`config.mk`:
```
export PLATFORM = sky130hd
export DESIGN_NAME = mem_arbiter
export DESIGN_NICKNAME = d
export VERILOG_FILES = /design/src/rtl/mem_arb_pkg.sv /design/src/rtl/mem_arb_pick.sv /design/src/rtl/mem_arbiter.sv
export SDC_FILE = /design/constraint.sdc
export NUM_CORES = 1
export LEC_CHECK = 0
export BUFFER_PORTS_ARGS = -buffer_cell sky130_fd_sc_hd__buf_2
export CAP_MARGIN = 5
export CORE_AREA = 3 3 119 121
export DETAILED_ROUTE_END_ITERATION = 16
export DIE_AREA = 0 0 122 124
export GPL_ROUTABILITY_DRIVEN = 0
export GPL_TIMING_DRIVEN = 0
export PLACE_DENSITY_LB_ADDON = 0.1
export REMOVE_ABC_BUFFERS = 1
export SLEW_MARGIN = 20
export SYNTH_ARGS = -nofsm -noshare
export SYNTH_HDL_FRONTEND = slang
export SYNTH_SLANG_ARGS = --single-unit
```
`constraint.sdc`:
```
create_clock -name clk -period 6.77 [get_ports clk]
set_clock_uncertainty 0.2 [all_clocks]
set_input_delay 1.354 -clock clk [delete_from_list [all_inputs] [get_ports clk]]
set_output_delay 1.354 -clock clk [all_outputs]
set_load 0.05 [all_outputs]
```
`src/rtl/mem_arb_pkg.sv`:
```
// Shared encodings for the unified-memory arbiter.
//   src_t   : which requester drives the memory port (none / fetch / data read / data write)
//   state_t : arbiter state, free arbitration or grant held for one source
package mem_arb_pkg;

    typedef enum logic [1:0] {
        SRC_NONE = 2'd0,
        SRC_IF   = 2'd1,
        SRC_DR   = 2'd2,
        SRC_DW   = 2'd3
    } src_t;

    typedef enum logic {
        ST_IDLE = 1'b0,
        ST_LOCK = 1'b1
    } state_t;

endpackage

```
`src/rtl/mem_arb_pick.sv`:
```
// Combinational priority picker for the memory arbiter.
// Ports:
//   if_req, dr_req, dw_req : current requests from fetch, data read, data write
//   starve                 : fetch has waited too long; fetch takes top priority
//   src                    : winning source, SRC_NONE when nothing requests
// Normal order is DW > DR > IF; while starving it is IF > DW > DR.
module mem_arb_pick
    import mem_arb_pkg::*;
(
    input  logic if_req,
    input  logic dr_req,
    input  logic dw_req,
    input  logic starve,
    output src_t src
);

    always_comb begin
        src = SRC_NONE;
        if (starve && if_req) begin
            src = SRC_IF;
        end else if (dw_req) begin
            src = SRC_DW;
        end else if (dr_req) begin
            src = SRC_DR;
        end else if (if_req) begin
            src = SRC_IF;
        end
    end

endmodule

```
`src/rtl/mem_arbiter.sv`:
```
// Arbiter sharing one single-ported memory between instruction fetch (IF),
// data read (DR) and data write (DW).
// Ports:
//   clk, reset                     : clock, asynchronous active-high reset
//   i_ready/i_addr                 : fetch request; i_valid accept pulse, i_rresp/i_rdata response
//   dr_ready/dr_addr               : data read request; dr_valid, dr_rresp/dr_rdata
//   dw_ready/dw_addr/dw_wdata/dw_wstrb : data write request; dw_valid accept pulse
//   m_ready/m_we/m_addr/m_wdata/m_wstrb : request toward memory
//   m_valid                        : memory accepts the driven request this cycle
//   m_rresp/m_rdata                : read response, one cycle after an accepted read
// Grants are zero-latency; an unaccepted grant is locked until accepted or abandoned.
module mem_arbiter
    import mem_arb_pkg::*;
#(
    parameter int AW           = 32,
    parameter int DW           = 32,
    parameter int STARVE_LIMIT = 4
) (
    input  logic            clk,
    input  logic            reset,
    input  logic            i_ready,
    input  logic [AW-1:0]   i_addr,
    output logic            i_valid,
    output logic            i_rresp,
    output logic [DW-1:0]   i_rdata,
    input  logic            dr_ready,
    input  logic [AW-1:0]   dr_addr,
    output logic            dr_valid,
    output logic            dr_rresp,
    output logic [DW-1:0]   dr_rdata,
    input  logic            dw_ready,
    input  logic [AW-1:0]   dw_addr,
    input  logic [DW-1:0]   dw_wdata,
    input  logic [DW/8-1:0] dw_wstrb,
    output logic            dw_valid,
    output logic            m_ready,
    output logic            m_we,
    output logic [AW-1:0]   m_addr,
    output logic [DW-1:0]   m_wdata,
    output logic [DW/8-1:0] m_wstrb,
    input  logic            m_valid,
    input  logic            m_rresp,
    input  logic [DW-1:0]   m_rdata
);

    localparam int CW = $clog2(STARVE_LIMIT + 1);

    state_t        state;
    src_t          lock_src;
    src_t          rsp_src;
    logic          rsp_pend;
    logic [CW-1:0] starve_cnt;

    src_t pick_src;
    src_t drv_src;
    logic starve;
    logic lock_req;
    logic accept;
    logic read_accept;

    assign starve = (starve_cnt == CW'(STARVE_LIMIT));

    mem_arb_pick u_pick (
        .if_req (i_ready),
        .dr_req (dr_ready),
        .dw_req (dw_ready),
        .starve (starve),
        .src    (pick_src)
    );

    // Is the locked requester still asking?
    always_comb begin
        lock_req = 1'b0;
        case (lock_src)
            SRC_IF:  lock_req = i_ready;
            SRC_DR:  lock_req = dr_ready;
            SRC_DW:  lock_req = dw_ready;
            default: lock_req = 1'b0;
        endcase
    end

    // Source driving the memory port this cycle; forced to none during reset
    // so every combinational output is quiet while reset is high.
    always_comb begin
        drv_src = SRC_NONE;
        if (!reset) begin
            if (state == ST_LOCK) begin
                drv_src = lock_req ? lock_src : SRC_NONE;
            end else begin
                drv_src = pick_src;
            end
        end
    end

    assign accept      = m_valid && (drv_src != SRC_NONE);
    assign read_accept = accept && ((drv_src == SRC_IF) || (drv_src == SRC_DR));

    // Memory-side request mux
    always_comb begin
        m_ready = (drv_src != SRC_NONE);
        m_we    = 1'b0;
        m_addr  = '0;
        m_wdata = '0;
        m_wstrb = '0;
        case (drv_src)
            SRC_IF:  m_addr = i_addr;
            SRC_DR:  m_addr = dr_addr;
            SRC_DW: begin
                m_we    = 1'b1;
                m_addr  = dw_addr;
                m_wdata = dw_wdata;
                m_wstrb = dw_wstrb;
            end
            default: m_addr = '0;
        endcase
    end

    assign i_valid  = accept && (drv_src == SRC_IF);
    assign dr_valid = accept && (drv_src == SRC_DR);
    assign dw_valid = accept && (drv_src == SRC_DW);

    // Read data arrives the cycle after acceptance; steer it by the tag
    // captured at acceptance, the non-owning port sees zero.
    always_comb begin
        i_rresp  = 1'b0;
        i_rdata  = '0;
        dr_rresp = 1'b0;
        dr_rdata = '0;
        if (!reset && rsp_pend) begin
            if (rsp_src == SRC_IF) begin
                i_rresp = m_rresp;
                i_rdata = m_rdata;
            end else if (rsp_src == SRC_DR) begin
                dr_rresp = m_rresp;
                dr_rdata = m_rdata;
            end
        end
    end

    always_ff @(posedge clk or posedge reset) begin
        if (reset) begin
            state      <= ST_IDLE;
            lock_src   <= SRC_NONE;
            rsp_src    <= SRC_NONE;
            rsp_pend   <= 1'b0;
            starve_cnt <= '0;
        end else begin
            case (state)
                ST_IDLE: begin
                    if ((drv_src != SRC_NONE) && !m_valid) begin
                        state    <= ST_LOCK;
                        lock_src <= drv_src;
                    end
                end
                ST_LOCK: begin
                    // Leave on acceptance or when the requester gives up
                    if (accept || !lock_req) begin
                        state    <= ST_IDLE;
                        lock_src <= SRC_NONE;
                    end
                end
                default: begin
                    state    <= ST_IDLE;
                    lock_src <= SRC_NONE;
                end
            endcase

            rsp_pend <= read_accept;
            rsp_src  <= read_accept ? drv_src : SRC_NONE;

            if (!i_ready || i_valid) begin
                starve_cnt <= '0;
            end else if (!starve) begin
                starve_cnt <= starve_cnt + 1'b1;
            end
        end
    end

endmodule

```
---- Word level (Yosys, flattened, before mapping) ----
Index checks and enable logic that the tools add are counted.
word-level totals
  word-level logic and storage cells ...... 67
  register bits after elaboration ......... 9
operators by class
  add/sub/neg operators ................... 1
  bitwise operators ....................... 1
  mux-type cells .......................... 31
  reductions and logical operators ........ 17
  equal/unequal tests ..................... 12
operators by type and width
  kind                 count
  $mux 32              6
  $pmux 32 s3          1
  $mux 2               9
  $eq 2x2->1 const B   5
  $mux 1               9
  $logic_and 1x1->1    8
  $eq 2x1->1 const B   3
  $mux 3               2
  $logic_not 1->1      4
  $mux 4               1
  $ne 2x2->1 const B   2
  $pmux 2 s2           1
  $add 3x1->3 const B  1
  $eq 3x3->1 const B   1
  $logic_or 1x1->1     3
  $pmux 1 s3           1
  $ne 2x1->1 const B   1
  $pmux 1 s2           1
  $reduce_and 2->1     1
  $reduce_bool 2->1    1
  $not 1->1            1

---- Depth between registers and ports, before layout ----
  depth after elaboration ................. 11
  mapped depth ............................ 10
  depth with buffers taken out ............ 9

---- Modules after synthesis ----
From an unflattened synthesis, not the netlist that was laid out.
unflattened totals
  cell total of the unflattened synthesis .. 264
  area total of the unflattened synthesis .. 1915.6 µm²
by module, submodules not included
  module        cells each  area each (µm²)  times used
  mem_arbiter   260         1893.1           1
  mem_arb_pick  4           22.5             1

---- Worst setup path before layout ----
No wires, ideal clock.
  kind .................................... input -> output
  from .................................... input dr_ready
  to ...................................... output m_addr[10]
  stages on the path ...................... 7
  path buffers ............................ 1
  required time ........................... 5.216 ns
  arrival time ............................ 3.558 ns
  path slack .............................. 1.658 ns
  cells stage by stage .................... a21bo_2 a211oi_2 nor3_1 ha_1 clkbuf_1 a222oi_1 nor2_1
on the way
  longest elaborated chain between the ends .. 7
  elaborated cells between the ends (all ways) .. 11
  classes of those cells .................. 3 x eq/ne; 8 x mux
ends and longest elaborated chain
  what                                      RTL line            source
  start, declared                           mem_arbiter.sv:26   input logic dr_ready,
  $mux 2                                    mem_arb_pick.sv:23  end else if (dr_req) begin
  $mux 2                                    mem_arb_pick.sv:21  end else if (dw_req) begin
  $mux 2                                    mem_arb_pick.sv:19  if (starve && if_req) begin
  $mux 2 (*)                                mem_arbiter.sv:87   if (state == ST_LOCK) begin
  $mux 2 (*)                                mem_arbiter.sv:86   if (!reset) begin
  $eq 2x2->1 or $eq 2x1->1 (tied branches)  mem_arbiter.sv:105  case (drv_src)
  $pmux 32 s3 (*)                           mem_arbiter.sv:105
  end, declared                             mem_arbiter.sv:38   output logic [AW-1:0] m_addr,
Every way passes the cells marked *; elsewhere a longest branch is shown, timed or not.

---- Worst setup path in the final report ----
  from .................................... input dw_ready
  to ...................................... output m_addr[27]
on the way
  longest elaborated chain between the ends .. 6
  elaborated cells between the ends (all ways) .. 10
  classes of those cells .................. 3 x eq/ne; 7 x mux
ends and longest elaborated chain
  what                                      RTL line                               source
  start, declared                           mem_arbiter.sv:31                      input logic dw_ready,
  $pmux 1 s3 or $mux 2 (tied branches)      mem_arbiter.sv:74, mem_arb_pick.sv:21
  $mux 2 (on tied branches)                 mem_arbiter.sv:88, mem_arb_pick.sv:19
  $mux 2 (*)                                mem_arbiter.sv:87
  $mux 2 (*)                                mem_arbiter.sv:86
  $eq 2x2->1 or $eq 2x1->1 (tied branches)  mem_arbiter.sv:105
  $pmux 32 s3 (*)                           mem_arbiter.sv:105
Marks and branches as above.

==> impl_metrics.csv <==
group,metric,value,unit
timing,max_freq,194,MHz
clocking,post-cts-setup-buffers,0,
yosys,avgSynthCellArea,7.04,sq um
critical_path,critPathLaunchType,"input pin",
critical_path,worstPathCellList,"buf_2 > mux2_2 > a32oi_1 > or2_2 > ha_2 > a222oi_1 > nor2_1 > buf_2",
yosys,yosysSeqAreaShare,0.123,
worst_hold_path,hp-class,"reg2reg",
yosys,synth_cells,259,
clocking,cts_hold_buf,0,
critical_path,crit_fanout,33,
critical_path,reg2reg_slack,3.83,ns
timing,final-hold-violation-count,0,
grt,antenna_found_initial,0,
critical_path,slowest_stage,"ha_2",
timing,setup-tns-final,0,ns
clocking,cts_sinks,9,
floorplanning,die_x,122,um
floorplanning,core,13200,sq um
drt,first_pass_iters,9,
critical_path,timing.rr.start,"starve_cnt[0]",
drt,wirelength,11500,um
yosys,netlist_top_cells_count,"and2_1, nor2_1, a222oi_1, clkbuf_1, dfrtp_1",
grt,grt_max_degree,39,
clocking,numCtsBuffers,3,
pwr,vdd_drop_max,0.000101,V
yosys,synth_top_area_cell,"and2_1",
worst_hold_path,min_path_cells,2,
floorplanning,die_h,124,um
drt,drt_iter0_markers,236,
outcome,status,"finished, final reports clean",
critical_path,crit_path_frequent_cell,"buf_2",
finish,nets,728,
critical_path,critPathCaptureType,"output port",
yosys,synth_top_area_share,0.357,
yosys,synth_edf_count,0,
worst_hold_path,hold_end,"starve_cnt[0]",
placed_design,placed_area,3500,sq um
floorplanning,io_pins,310,
yosys,synth_warnings,0,
timing,finalCriticalPeriod,5.16,ns
grt,grt_pass1_wl,15000,um
finish,final_area,3580,sq um
worst_hold_path,worstHoldStart,"starve_cnt[0]",
clocking,insertion_delay,0.23,ns
yosys,ys_ff_latch,9,
critical_path,critical_path_class,"in2out",
pwr,p_leak,0.00219,uW
clocking,cts_htree_levels,1,
timing,tightest_slew,0.895,ns
finish,syn_to_final_growth,96.4,%
pwr,p_per_area,226,nW/um^2
finish,diodes,0,
critical_path,arrival,3.60,ns
timing,finalCritPeriodShare,0.762,
yosys,synth.distinct_cells,31,
clocking,clockRootBuffer,"clkbuf_16",
floorplanning,die_area,15100,sq um
drt,wl_per_cell,15.9,um
drt,drc,0,
drt,vias_per_cell,4.14,
yosys,synthTopCellsByArea,"and2_1, a222oi_1, dfrtp_1",
critical_path,max_stage_delay,0.63,ns
clocking,cts_tree,"yes",
placed_design,portBuffers,309,
timing,drv_slew,0,
grt,grt_pass1_vias,2710,
drt,num_vias,2998,
placed_design,dpl.hpwl,9650,um
drt,ant_nets,0,
floorplanning,rows,42,
yosys,yosysMostFrequentCell,"and2_1",
timing,slew_headroom,0.403,
floorplanning,initial_core_util,0.138,
yosys,syn-cell-area,1820,sq um
clocking,cts-resized-gates,0,
yosys,synth-main-ff-cell,"dfrtp_1",
critical_path,required,5.22,ns
critical_path,r2r_end,"starve_cnt[2]",
grt,grtUsageTotal,0.126,
grt,grt-ovfl-total,0,
run,max_cap_violations,0,
yosys,asyncSetResetFlopFracSynth,1.00,
clocking,clockBufferDepth,2,
finish,final_core_util,0.272,
finish,layout-drive-gt1-share,0.593,
timing,setup_viol,0,
critical_path,rr_worst_depth,9,
clocking,clkTransAtPathRegs,0.04,ns
timing,grt_setup_unrepaired,"false",
-- report_power, final --
| part | total (uW) | switching (uW) | internal, uW |
|---|---|---|---|
| sequential | 87.0 | 18.2 | 68.8 |
| clock | 102 | 23.5 | 78.5 |
| combinational | 621 | 441 | 181 |
-- stage by stage --
stage | power (uW) | setup WS (ns) | hold slack (ns) | std cells
2_1_floorplan | 528 | 1.41 | 0.336 | 235
4_1_cts | 820 | 1.57 | 0.384 | 724
3_5_place_dp | 713 | 1.59 | 0.376 | 720
5_1_grt | 866 | 1.32 | 0.401 | 724
3_3_place_gp | 708 | 1.10 | 0.368 | 720
6_report | 810 | 1.61 | 0.380 | 724
-- final cells by class --
type                    instances  area (sq um)
multi-input cells             220          1490
clock buffers                   4          78.8
inverters                       6          22.5
flip-flops and latches          9           225
repair buffers                309          1550
fillers                      1501          9610
well taps                     176           220
-- cell usage in the layout (no fill, tap or decap), drive strengths merged, types with 3 or more instances in the layout --
cell type | netlist | routed
ha | 8 | 8
nor3 | 3 | 3
nor2 | 40 | 40
nand2 | 5 | 5
buf | 5 | 309
inv | 6 | 6
and2 | 104 | 104
o21ai | 3 | 3
a222oi | 32 | 32
dfrtp | 9 | 9
clkbuf | 19 | 4
-- cells by family after synthesis --
kind of cell,count (synthesis),share of synthesized area
AO/OA/AOI/OAI,45,0.233
flip-flops,9,0.123
adder cells (fa/ha/maj),8,0.0549
buffers and inverters,30,0.0652
AND/OR/NAND/NOR,164,0.505
XOR/XNOR,1,0.00480
multiplexers,2,0.0144
-- registers in the layout, indices dropped and copies added, names as in the netlist --
| name | flops |
|---|---|
| state | 1 |
| starve_cnt | 3 |
| lock_src | 2 |
| rsp_src | 2 |
| rsp_pend | 1 |
-- worst max path at each step --
stage	start	endpoint	slack (ns)	cells after the start
floorplan	dr_ready	m_addr[0]	1.41	6
global placement	dw_ready	m_addr[27]	1.10	8
detailed placement	dw_ready	m_addr[29]	1.59	8
CTS	dw_ready	m_addr[29]	1.57	8
global route	i_ready	m_addr[29]	1.32	8
finish	dw_ready	m_addr[27]	1.61	8
-- metal layers --
layer,track usage,part of all wire,vias up
met5,0,0,-
met4,0.0189,0.014,0
met3,0.0227,0.096,10
met2,0.247,0.52,178
met1,0.145,0.37,1316
li1,-,-,1494
-- critical path: cells and delay by family --
| family | cells | cell delay, ns |
|---|---|---|
| buffers and inverters | 2 | 0.39 |
| adders and majority gates | 1 | 0.63 |
| muxes | 1 | 0.28 |
| and+or+nand+nor | 2 | 0.35 |
| AOI/OAI and AO/OA | 2 | 0.57 |
No activity file was read; power rests on OpenSTA's default activity.
